<file path="src/rtl/riscv_mem_arbiter_if.sv">
// Bus bundle between the host bridge, the RISC-V data port, the arbiter and
// the shared single-port memory. The arbiter takes the slave view; the
// environment (bridge, core, memory) takes the master view.
interface riscv_mem_arbiter_if #(
  parameter int ADDR_W  = 11,
  parameter int DATA_W  = 32,
  parameter int STALL_W = 16
);
  localparam int STRB_W = DATA_W / 8;

  // Host (AXI-Lite MMIO bridge) side
  logic [ADDR_W-1:0]  host_addr;
  logic [DATA_W-1:0]  host_wdata;
  logic               host_we;
  logic               host_re;
  logic [DATA_W-1:0]  host_rdata;

  // RISC-V core data port
  logic               cpu_req;
  logic               cpu_we;
  logic [ADDR_W-1:0]  cpu_addr;
  logic [DATA_W-1:0]  cpu_wdata;
  logic [STRB_W-1:0]  cpu_wstrb;
  logic               cpu_gnt;
  logic               cpu_done;
  logic [DATA_W-1:0]  cpu_rdata;
  logic [STALL_W-1:0] stall_cnt;

  // Shared memory port
  logic [ADDR_W-1:0]  mem_addr;
  logic [DATA_W-1:0]  mem_wdata;
  logic [STRB_W-1:0]  mem_wstrb;
  logic               mem_we;
  logic [DATA_W-1:0]  mem_rdata;

  modport slave (
    input  host_addr, host_wdata, host_we, host_re,
    output host_rdata,
    input  cpu_req, cpu_we, cpu_addr, cpu_wdata, cpu_wstrb,
    output cpu_gnt, cpu_done, cpu_rdata, stall_cnt,
    output mem_addr, mem_wdata, mem_wstrb, mem_we,
    input  mem_rdata
  );

  modport master (
    output host_addr, host_wdata, host_we, host_re,
    input  host_rdata,
    output cpu_req, cpu_we, cpu_addr, cpu_wdata, cpu_wstrb,
    input  cpu_gnt, cpu_done, cpu_rdata, stall_cnt,
    input  mem_addr, mem_wdata, mem_wstrb, mem_we,
    output mem_rdata
  );
endinterface

</file>
<file path="src/rtl/riscv_mem_arbiter.sv">
// Arbiter for the single-port instruction/data memory. The host bridge has
// absolute priority and is served combinationally in its pulse cycle; the
// RISC-V data port is accepted in IDLE, performed in ACCESS on the first
// host-free cycle, and acknowledged with a one-cycle done pulse.
module riscv_mem_arbiter #(
  parameter int ADDR_W  = 11,
  parameter int DATA_W  = 32,
  parameter int STALL_W = 16
) (
  input  logic S_AXI_ACLK,
  input  logic S_AXI_ARESETN,
  input  logic riscv_rst,
  riscv_mem_arbiter_if.slave bus
);
  localparam int STRB_W = DATA_W / 8;
  localparam logic [STALL_W-1:0] STALL_MAX = {STALL_W{1'b1}};
  localparam logic [STALL_W-1:0] STALL_ONE = {{(STALL_W-1){1'b0}}, 1'b1};

  typedef enum logic [1:0] {
    ST_IDLE   = 2'd0,
    ST_ACCESS = 2'd1,
    ST_DONE   = 2'd2
  } state_t;

  state_t             state_r;
  state_t             state_nxt_s;
  logic               host_act_s;
  logic               cpu_gnt_s;
  logic               cpu_go_s;

  logic               req_we_r;
  logic [ADDR_W-1:0]  req_addr_r;
  logic [DATA_W-1:0]  req_wdata_r;
  logic [STRB_W-1:0]  req_wstrb_r;

  logic               cpu_done_r;
  logic [DATA_W-1:0]  cpu_rdata_r;
  logic [STALL_W-1:0] stall_cnt_r;

  logic [ADDR_W-1:0]  mem_addr_s;
  logic [DATA_W-1:0]  mem_wdata_s;
  logic [STRB_W-1:0]  mem_wstrb_s;
  logic               mem_we_s;

  assign host_act_s = bus.host_we | bus.host_re;

  // Next-state logic: grant in IDLE, wait out host cycles in ACCESS, riscv_rst aborts
  always_comb begin
    state_nxt_s = state_r;
    cpu_gnt_s   = 1'b0;
    cpu_go_s    = 1'b0;
    case (state_r)
      ST_IDLE: begin
        cpu_gnt_s = bus.cpu_req & ~riscv_rst;
        if (cpu_gnt_s) begin
          state_nxt_s = ST_ACCESS;
        end else begin
          state_nxt_s = ST_IDLE;
        end
      end
      ST_ACCESS: begin
        if (riscv_rst) begin
          state_nxt_s = ST_IDLE;
        end else if (host_act_s) begin
          state_nxt_s = ST_ACCESS;
        end else begin
          cpu_go_s    = 1'b1;
          state_nxt_s = ST_DONE;
        end
      end
      ST_DONE: begin
        state_nxt_s = ST_IDLE;
      end
      default: begin
        state_nxt_s = ST_IDLE;
      end
    endcase
  end

  // Memory port mux: host first, then a CPU access being performed, else parked at zero
  always_comb begin
    mem_addr_s  = {ADDR_W{1'b0}};
    mem_wdata_s = {DATA_W{1'b0}};
    mem_wstrb_s = {STRB_W{1'b0}};
    mem_we_s    = 1'b0;
    if (host_act_s) begin
      mem_addr_s  = bus.host_addr;
      mem_wdata_s = bus.host_wdata;
      mem_wstrb_s = {STRB_W{bus.host_we}};
      mem_we_s    = bus.host_we;
    end else if (cpu_go_s) begin
      mem_addr_s  = req_addr_r;
      mem_wdata_s = req_wdata_r;
      mem_wstrb_s = req_we_r ? req_wstrb_r : {STRB_W{1'b0}};
      mem_we_s    = req_we_r;
    end else begin
      mem_we_s    = 1'b0;
    end
  end

  // State register
  always_ff @(posedge S_AXI_ACLK or negedge S_AXI_ARESETN) begin
    if (!S_AXI_ARESETN) begin
      state_r <= ST_IDLE;
    end else begin
      state_r <= state_nxt_s;
    end
  end

  // Capture the CPU request at grant so the core may change its bus afterwards
  always_ff @(posedge S_AXI_ACLK or negedge S_AXI_ARESETN) begin
    if (!S_AXI_ARESETN) begin
      req_we_r    <= 1'b0;
      req_addr_r  <= {ADDR_W{1'b0}};
      req_wdata_r <= {DATA_W{1'b0}};
      req_wstrb_r <= {STRB_W{1'b0}};
    end else if (cpu_gnt_s) begin
      req_we_r    <= bus.cpu_we;
      req_addr_r  <= bus.cpu_addr;
      req_wdata_r <= bus.cpu_wdata;
      req_wstrb_r <= bus.cpu_wstrb;
    end
  end

  // Completion pulse and read data; a CPU write leaves the last read data untouched
  always_ff @(posedge S_AXI_ACLK or negedge S_AXI_ARESETN) begin
    if (!S_AXI_ARESETN) begin
      cpu_done_r  <= 1'b0;
      cpu_rdata_r <= {DATA_W{1'b0}};
    end else begin
      cpu_done_r <= (state_nxt_s == ST_DONE);
      if (cpu_go_s && !req_we_r) begin
        cpu_rdata_r <= bus.mem_rdata;
      end
    end
  end

  // Saturating count of ACCESS cycles lost to the host; held at zero while the core is in reset
  always_ff @(posedge S_AXI_ACLK or negedge S_AXI_ARESETN) begin
    if (!S_AXI_ARESETN) begin
      stall_cnt_r <= {STALL_W{1'b0}};
    end else if (riscv_rst) begin
      stall_cnt_r <= {STALL_W{1'b0}};
    end else if ((state_r == ST_ACCESS) && host_act_s && (stall_cnt_r != STALL_MAX)) begin
      stall_cnt_r <= stall_cnt_r + STALL_ONE;
    end
  end

  assign bus.host_rdata = bus.mem_rdata;
  assign bus.cpu_gnt    = cpu_gnt_s;
  assign bus.cpu_done   = cpu_done_r;
  assign bus.cpu_rdata  = cpu_rdata_r;
  assign bus.stall_cnt  = stall_cnt_r;
  assign bus.mem_addr   = mem_addr_s;
  assign bus.mem_wdata  = mem_wdata_s;
  assign bus.mem_wstrb  = mem_wstrb_s;
  assign bus.mem_we     = mem_we_s;

endmodule

</file>
<file path="src/flat_wrapper.sv">
// flat-port wrapper written by rule: the top's interface ports become plain ports
module riscv_mem_arbiter_flat 
#(
  parameter int ADDR_W  = 11,
  parameter int DATA_W  = 32,
  parameter int STALL_W = 16
)
  (S_AXI_ACLK, S_AXI_ARESETN, riscv_rst, bus_host_addr, bus_host_wdata, bus_host_we, bus_host_re, bus_host_rdata, bus_cpu_req, bus_cpu_we, bus_cpu_addr, bus_cpu_wdata, bus_cpu_wstrb, bus_cpu_gnt, bus_cpu_done, bus_cpu_rdata, bus_stall_cnt, bus_mem_addr, bus_mem_wdata, bus_mem_wstrb, bus_mem_we, bus_mem_rdata);
  riscv_mem_arbiter_if #(.ADDR_W(ADDR_W), .DATA_W(DATA_W), .STALL_W(STALL_W)) bus_i ();
  input  logic S_AXI_ACLK;
  input  logic S_AXI_ARESETN;
  input  logic riscv_rst;
  input wire logic [$bits(bus_i.host_addr)-1:0] bus_host_addr;
  input wire logic [$bits(bus_i.host_wdata)-1:0] bus_host_wdata;
  input wire logic [$bits(bus_i.host_we)-1:0] bus_host_we;
  input wire logic [$bits(bus_i.host_re)-1:0] bus_host_re;
  output wire logic [$bits(bus_i.host_rdata)-1:0] bus_host_rdata;
  input wire logic [$bits(bus_i.cpu_req)-1:0] bus_cpu_req;
  input wire logic [$bits(bus_i.cpu_we)-1:0] bus_cpu_we;
  input wire logic [$bits(bus_i.cpu_addr)-1:0] bus_cpu_addr;
  input wire logic [$bits(bus_i.cpu_wdata)-1:0] bus_cpu_wdata;
  input wire logic [$bits(bus_i.cpu_wstrb)-1:0] bus_cpu_wstrb;
  output wire logic [$bits(bus_i.cpu_gnt)-1:0] bus_cpu_gnt;
  output wire logic [$bits(bus_i.cpu_done)-1:0] bus_cpu_done;
  output wire logic [$bits(bus_i.cpu_rdata)-1:0] bus_cpu_rdata;
  output wire logic [$bits(bus_i.stall_cnt)-1:0] bus_stall_cnt;
  output wire logic [$bits(bus_i.mem_addr)-1:0] bus_mem_addr;
  output wire logic [$bits(bus_i.mem_wdata)-1:0] bus_mem_wdata;
  output wire logic [$bits(bus_i.mem_wstrb)-1:0] bus_mem_wstrb;
  output wire logic [$bits(bus_i.mem_we)-1:0] bus_mem_we;
  input wire logic [$bits(bus_i.mem_rdata)-1:0] bus_mem_rdata;
  assign bus_i.host_addr = bus_host_addr;
  assign bus_i.host_wdata = bus_host_wdata;
  assign bus_i.host_we = bus_host_we;
  assign bus_i.host_re = bus_host_re;
  assign bus_host_rdata = bus_i.host_rdata;
  assign bus_i.cpu_req = bus_cpu_req;
  assign bus_i.cpu_we = bus_cpu_we;
  assign bus_i.cpu_addr = bus_cpu_addr;
  assign bus_i.cpu_wdata = bus_cpu_wdata;
  assign bus_i.cpu_wstrb = bus_cpu_wstrb;
  assign bus_cpu_gnt = bus_i.cpu_gnt;
  assign bus_cpu_done = bus_i.cpu_done;
  assign bus_cpu_rdata = bus_i.cpu_rdata;
  assign bus_stall_cnt = bus_i.stall_cnt;
  assign bus_mem_addr = bus_i.mem_addr;
  assign bus_mem_wdata = bus_i.mem_wdata;
  assign bus_mem_wstrb = bus_i.mem_wstrb;
  assign bus_mem_we = bus_i.mem_we;
  assign bus_i.mem_rdata = bus_mem_rdata;
  riscv_mem_arbiter #(.ADDR_W(ADDR_W), .DATA_W(DATA_W), .STALL_W(STALL_W)) u_core (.S_AXI_ACLK(S_AXI_ACLK), .S_AXI_ARESETN(S_AXI_ARESETN), .riscv_rst(riscv_rst), .bus(bus_i));
endmodule
</file>
<file path="config.mk">
export PLATFORM = sky130hd
export DESIGN_NAME = riscv_mem_arbiter_flat
export DESIGN_NICKNAME = d
export VERILOG_FILES = /design/src/rtl/riscv_mem_arbiter_if.sv /design/src/rtl/riscv_mem_arbiter.sv /design/src/flat_wrapper.sv
export SDC_FILE = /design/constraint.sdc
export NUM_CORES = 1
export LEC_CHECK = 0
export ABC_AREA = 0
export CORE_MARGIN = 5
export CORE_UTILIZATION = 36
export CTS_CLUSTER_SIZE = 14
export DETAILED_ROUTE_END_ITERATION = 7
export GPL_TIMING_DRIVEN = 0
export PLACE_DENSITY_LB_ADDON = 0.1
export SETUP_SLACK_MARGIN = 0.02
export SKIP_CTS_REPAIR_TIMING = 1
export SYNTH_ARGS = -nofsm -noshare
export SYNTH_HDL_FRONTEND = slang
export SYNTH_SLANG_ARGS = --single-unit
</file>
<file path="constraint.sdc">
create_clock -name S_AXI_ACLK -period 1.7 [get_ports S_AXI_ACLK]
set_clock_uncertainty 0.15 [all_clocks]
set_input_delay 0.34 -clock S_AXI_ACLK [delete_from_list [all_inputs] [get_ports S_AXI_ACLK]]
set_output_delay 0.34 -clock S_AXI_ACLK [all_outputs]
set_load 0.1 [all_outputs]
</file>
Word-level counts from Yosys, hierarchy flattened
Index checks and enable logic that the tools add are counted.
{"block": "word_totals", "register_bits": 99, "output_inout_bits": 130}
{"block": "classes", "n_reduce_logical": 6, "n_eq_ne": 3, "n_bitwise": 3, "muxes": 19, "add_sub_neg": 1}
{"op": "32-bit 2-to-1 mux", "count": 2}
{"op": "16-bit 2-to-1 mux", "count": 2}
{"op": "11-bit 2-to-1 mux", "count": 2}
{"op": "16-bit by 1-bit adder with 16-bit output, second input constant", "count": 1}
{"op": "16-bit inequality test, second input constant", "count": 1}
{"op": "4-bit 2-to-1 mux", "count": 3}
{"op": "1-bit 2-to-1 mux", "count": 7}
{"op": "2-bit 2-to-1 mux", "count": 2}
{"op": "2-bit case mux with 2 select lines", "count": 1}
{"op": "1-bit logical AND", "count": 3}
{"op": "2-bit by 1-bit == test with 1-bit output, second input constant", "count": 1}
{"op": "2-bit == test, second input constant", "count": 1}
{"op": "2-bit logical NOT", "count": 1}
{"op": "2-bit nonzero test", "count": 1}
{"op": "1-bit AND", "count": 1}
{"op": "1-bit logical NOT", "count": 1}
{"op": "1-bit inverter", "count": 1}
{"op": "1-bit OR", "count": 1}

Longest topological paths before layout
{"block": "logic_depth", "word_depth": 6, "mapped_depth": 6}

Worst setup path before layout
No wires, ideal clock.
{"block": "synth_path", "kind": "input-to-output", "startpoint": "input port bus_host_we", "endpoint": "output port bus_mem_wstrb[0]", "slack_ns": -1.375, "arrival_time_ns": 2.585, "n_path_buf": 1, "stages": 5, "path_cell_list": "or2_4 > nor4b_4 > buf_2 > a21o_1 > o21a_1"}
{"block": "synth_via", "elab_chain_cells": 6}
{"item": "from (decl)", "line": "flat_wrapper.sv:15", "text": "input wire logic [$bits(bus_i.host_we)-1:0] bus_host_we;"}
{"item": "1-bit OR", "line": "riscv_mem_arbiter.sv:45", "text": "assign host_act_s = bus.host_we | bus.host_re;"}
{"item": "1-bit 2-to-1 mux", "line": "riscv_mem_arbiter.sv:64", "text": "end else if (host_act_s) begin"}
{"item": "1-bit 2-to-1 mux", "line": "riscv_mem_arbiter.sv:62", "text": "if (riscv_rst) begin"}
{"item": "1-bit 2-to-1 mux", "line": "riscv_mem_arbiter.sv:52", "text": "case (state_r)"}
{"item": "4-bit 2-to-1 mux", "line": "riscv_mem_arbiter.sv:91", "text": "end else if (cpu_go_s) begin"}
{"item": "4-bit 2-to-1 mux *", "line": "riscv_mem_arbiter.sv:86", "text": "if (host_act_s) begin"}
{"item": "to (decl)", "line": "flat_wrapper.sv:29", "text": "output wire logic [$bits(bus_i.mem_wstrb)-1:0] bus_mem_wstrb;"}
Mark *: on every way between the ends. The rest lies on a longest branch, timed or not.

Worst setup path after layout
{"block": "layout_path", "startpoint": "register u_core.state_r[1]", "endpoint": "output port bus_mem_wdata[6]"}
{"block": "layout_via", "elab_chain_cells": 4}
{"item": "from (decl)", "line": "riscv_mem_arbiter.sv:25", "text": "state_t state_r;"}
{"item": "from (signal assigned)", "line": "riscv_mem_arbiter.sv:106", "text": "state_r <= state_nxt_s;"}
{"item": "2-bit by 1-bit == test with 1-bit output", "line": "riscv_mem_arbiter.sv:52"}
{"item": "1-bit 2-to-1 mux", "line": "riscv_mem_arbiter.sv:52"}
{"item": "32-bit 2-to-1 mux", "line": "riscv_mem_arbiter.sv:91"}
{"item": "32-bit 2-to-1 mux", "line": "riscv_mem_arbiter.sv:86"}
{"item": "to (decl)", "line": "flat_wrapper.sv:28", "text": "output wire logic [$bits(bus_i.mem_wdata)-1:0] bus_mem_wdata;"}
No other way between the ends.

==> flow_metrics.tcl <==
set metrics [dict create \
    status "finished with violations" \
    violations "setup timing" \
    synth_area_sq_um 4900 \
    final_area_sq_um 9940 \
    fp.dieH_um 127 \
    power_switching_w 0.00487 \
    sequentialPowerShare 0.301 \
    syn-num-nets 499 \
    cts_max_path_buffers 2 \
    min_period_ns 2.43 \
    top_usage_layer "met2" \
    p_clk_frac 0.198 \
    p_per_area_nw_per_um2 1070 \
    routed_wl_um 17800 \
    maxSlewHeadroom 0.560 \
    placed_cell_area_sq_um 8070 \
    grt_max_degree 63 \
    rr_endpoint "u_core.bus.stall_cnt[11]$_DFFE_PN0P_" \
    maxCapViolations 0 \
    io_buffer_count 258 \
    dieArea_sq_um 16000 \
    rsz0062_at_grt "yes" \
    grt_usage 0.196 \
    place_hpwl_um 12000 \
    whs_ns 0.340 \
    routabilityCongestion 0.847 \
    met3_usage 0.0891 \
    gr-usage-met2 0.330 \
    drc 0 \
    cts_buffers 9 \
    mostFrequentLayoutCells "clkdlybuf4s50_1 (124), dfrtp_1 (81), buf_4 (79)" \
    cts_tree "built" \
    via_count 4363 \
    synth-edff-count 0 \
    utilization 0.748 \
    layout_commonest_cell "clkdlybuf4s50_1" \
    regArea_sq_um 2540 \
    start_util 0.368 \
    cts_root_buf "clkbuf_16" \
    yosysWarnings 0 \
    nFillCells 833 \
    grt_pass1_wl_um 24700 \
    end_kind "primary output" \
    synth-async-reset-ratio 1.00 \
    finalHoldViolCount 0 \
    antenna_cells 0 \
    syn_inst 369 \
    pin_count 259 \
    setup_slack_ns -0.731 \
    dp_slack_ns -2.15 \
    p_int_w 0.00581 \
    dr.pass1.iters 5 \
    clk-insertion-delay-late_ns 0.35 \
    layout.nets 826 \
    cp_data_arrival_time_ns 1.94 \
    core_area_sq_um 13300 \
    drive_above_1_share 0.635 \
    cp-start-kind "flip-flop" \
    antenna_found_initial 0 \
    multi_input_area_sq_um 2620 \
    worstPathRequired_ns 1.21 \
    path_clk_slew_ns 0.07 \
    std_cell_rows 42 \
    htree_levels 3 \
    worstHoldPathType "reg2reg" \
    wire_per_inst_um 20.3 \
    area_growth_pct 103 \
    r2r_setup_slack_ns -0.30 \
    switching_share 0.456 \
    grt_overflow 0 \
    max_clock_freq_ghz 0.411 \
    die_x_um 127 \
    cp-startpoint "u_core.state_r[1]$_DFF_PN0_" \
    synth-main-ff-cell "dfrtp_1" \
    critPathMaxFanout 5 \
    ir_drop_v 0.00101 \
    min_period_over_period 1.43 \
    grt_pass1_vias 4426 \
    ant_nets 0 \
    synth.ff_latch_count 99 \
    r2r_cells 4 \
    p_leak_nw 4.41 \
    r2r_start "u_core.bus.stall_cnt[5]$_DFFE_PN0P_" \
    worstMarginPinSlew_ns 0.660 \
    slew_violations 0 \
    finalSetupTns_ns -47.99 \
    combPwrFrac 0.501 \
    drt-initial-drc-count 183 \
    syn_avg_cell_area_sq_um 13.3 \
    seq_area_frac_synth 0.506 \
    grt_util_met1 0.230 \
    holdPathStages 1 \
    crit_type "reg2out" \
    viasPerCell 4.97 \
    setup_viol 143 \
    ys_types 40 \
    crit_path_end "bus_mem_wdata[6]" \
    cts_sinks 99 \
]
power groups by stage:
stage | Sequential (W) | Combinational, W | Clock, W
floorplan | 0.00504 | 0.00189 | 0
global placement | 0.00321 | 0.00502 | 0
detailed placement | 0.00322 | 0.00506 | 0
CTS | 0.00320 | 0.00507 | 0.00216
global route | 0.00329 | 0.00550 | 0.00228
finish | 0.00322 | 0.00534 | 0.00211
critical path, stage by stage (launching register included):
cell	delay (ns)
dfrtp_2	0.43
nor4b_4	0.37
buf_6	0.20
buf_12	0.11
clkbuf_16	0.13
a22o_2	0.16
buf_12	0.17
worst min path at each step:
| stage | from | to |
|---|---|---|
| global placement | u_core.req_wdata_r[7]$_DFFE_PN0P_ | u_core.req_wdata_r[7]$_DFFE_PN0P_ |
| floorplan | S_AXI_ARESETN | u_core.bus.cpu_done$_DFF_PN0_ |
| detailed placement | S_AXI_ARESETN | u_core.bus.stall_cnt[2]$_DFFE_PN0P_ |
| CTS | S_AXI_ARESETN | u_core.bus.stall_cnt[2]$_DFFE_PN0P_ |
| global route | u_core.state_r[1]$_DFF_PN0_ | u_core.bus.cpu_done$_DFF_PN0_ |
| finish | u_core.state_r[1]$_DFF_PN0_ | u_core.bus.cpu_done$_DFF_PN0_ |
registers in the layout, indices dropped and copies added (netlist names):
register / count
u_core.req_addr_r: 11
u_core.bus.stall_cnt: 16
u_core.req_wstrb_r: 4
u_core.bus.cpu_done: 1
u_core.req_we_r: 1
u_core.req_wdata_r: 32
u_core.state_r: 2
u_core.bus.cpu_rdata: 32
synthesized netlist by cell type, types with 2 or more instances:
master    number  area (sq um)
and3_1         3          18.8
buf_2         13          65.1
and2_1         2          12.5
clkbuf_1       5          18.8
a21oi_1       11          55.1
o31ai_1        8          60.1
inv_1          2          7.51
nor2_1         4          15.0
o21ai_0        4          20.0
or3_1          4          25.0
nand2_1        4          15.0
nand3_1        6          30.0
nor4_1         3          18.8
nor4b_1        3          26.3
mux2_2        54           608
nor2b_1        5          31.3
buf_6          4          45.0
a22o_1        43           377
or4_1          6          45.0
mux2_4        30           450
dfrtp_1       99          2480
buf_4         33           248
nand4_1        4          25.0
o21a_1         3          22.5
cells by family after synthesis:
logic type,synth area share
DFF,0.506
muxes,0.216
AOI/OAI and AO/OA,0.118
buffers and inverters,0.0792
and+or+nand+nor,0.0785
adders and majority gates,0.00256
metrics by stage:
stage	instances	power, W
5_1_grt	877	0.0111
2_1_floorplan	369	0.00694
6_report	877	0.0107
3_5_place_dp	804	0.00829
4_1_cts	820	0.0104
3_3_place_gp	803	0.00823
layer usage:
metal / up-vias / part of all wire
li1: 2008 / -
met1: 2171 / 0.37
met2: 170 / 0.54
met3: 14 / 0.087
met4: 0 / 0.0086
met5: - / 0
final cells by class:
type | count | share of cell area
multi-input combinational | 212 | 0.263
clock buffer | 10 | 0.0230
sequential | 99 | 0.255
clock inverter | 6 | 0.00718
timing repair buffer | 316 | 0.373
inverter | 2 | 0.000755
tap | 176 | 0.0222
buffer | 56 | 0.0553
No activity file was read; power rests on OpenSTA's default activity.
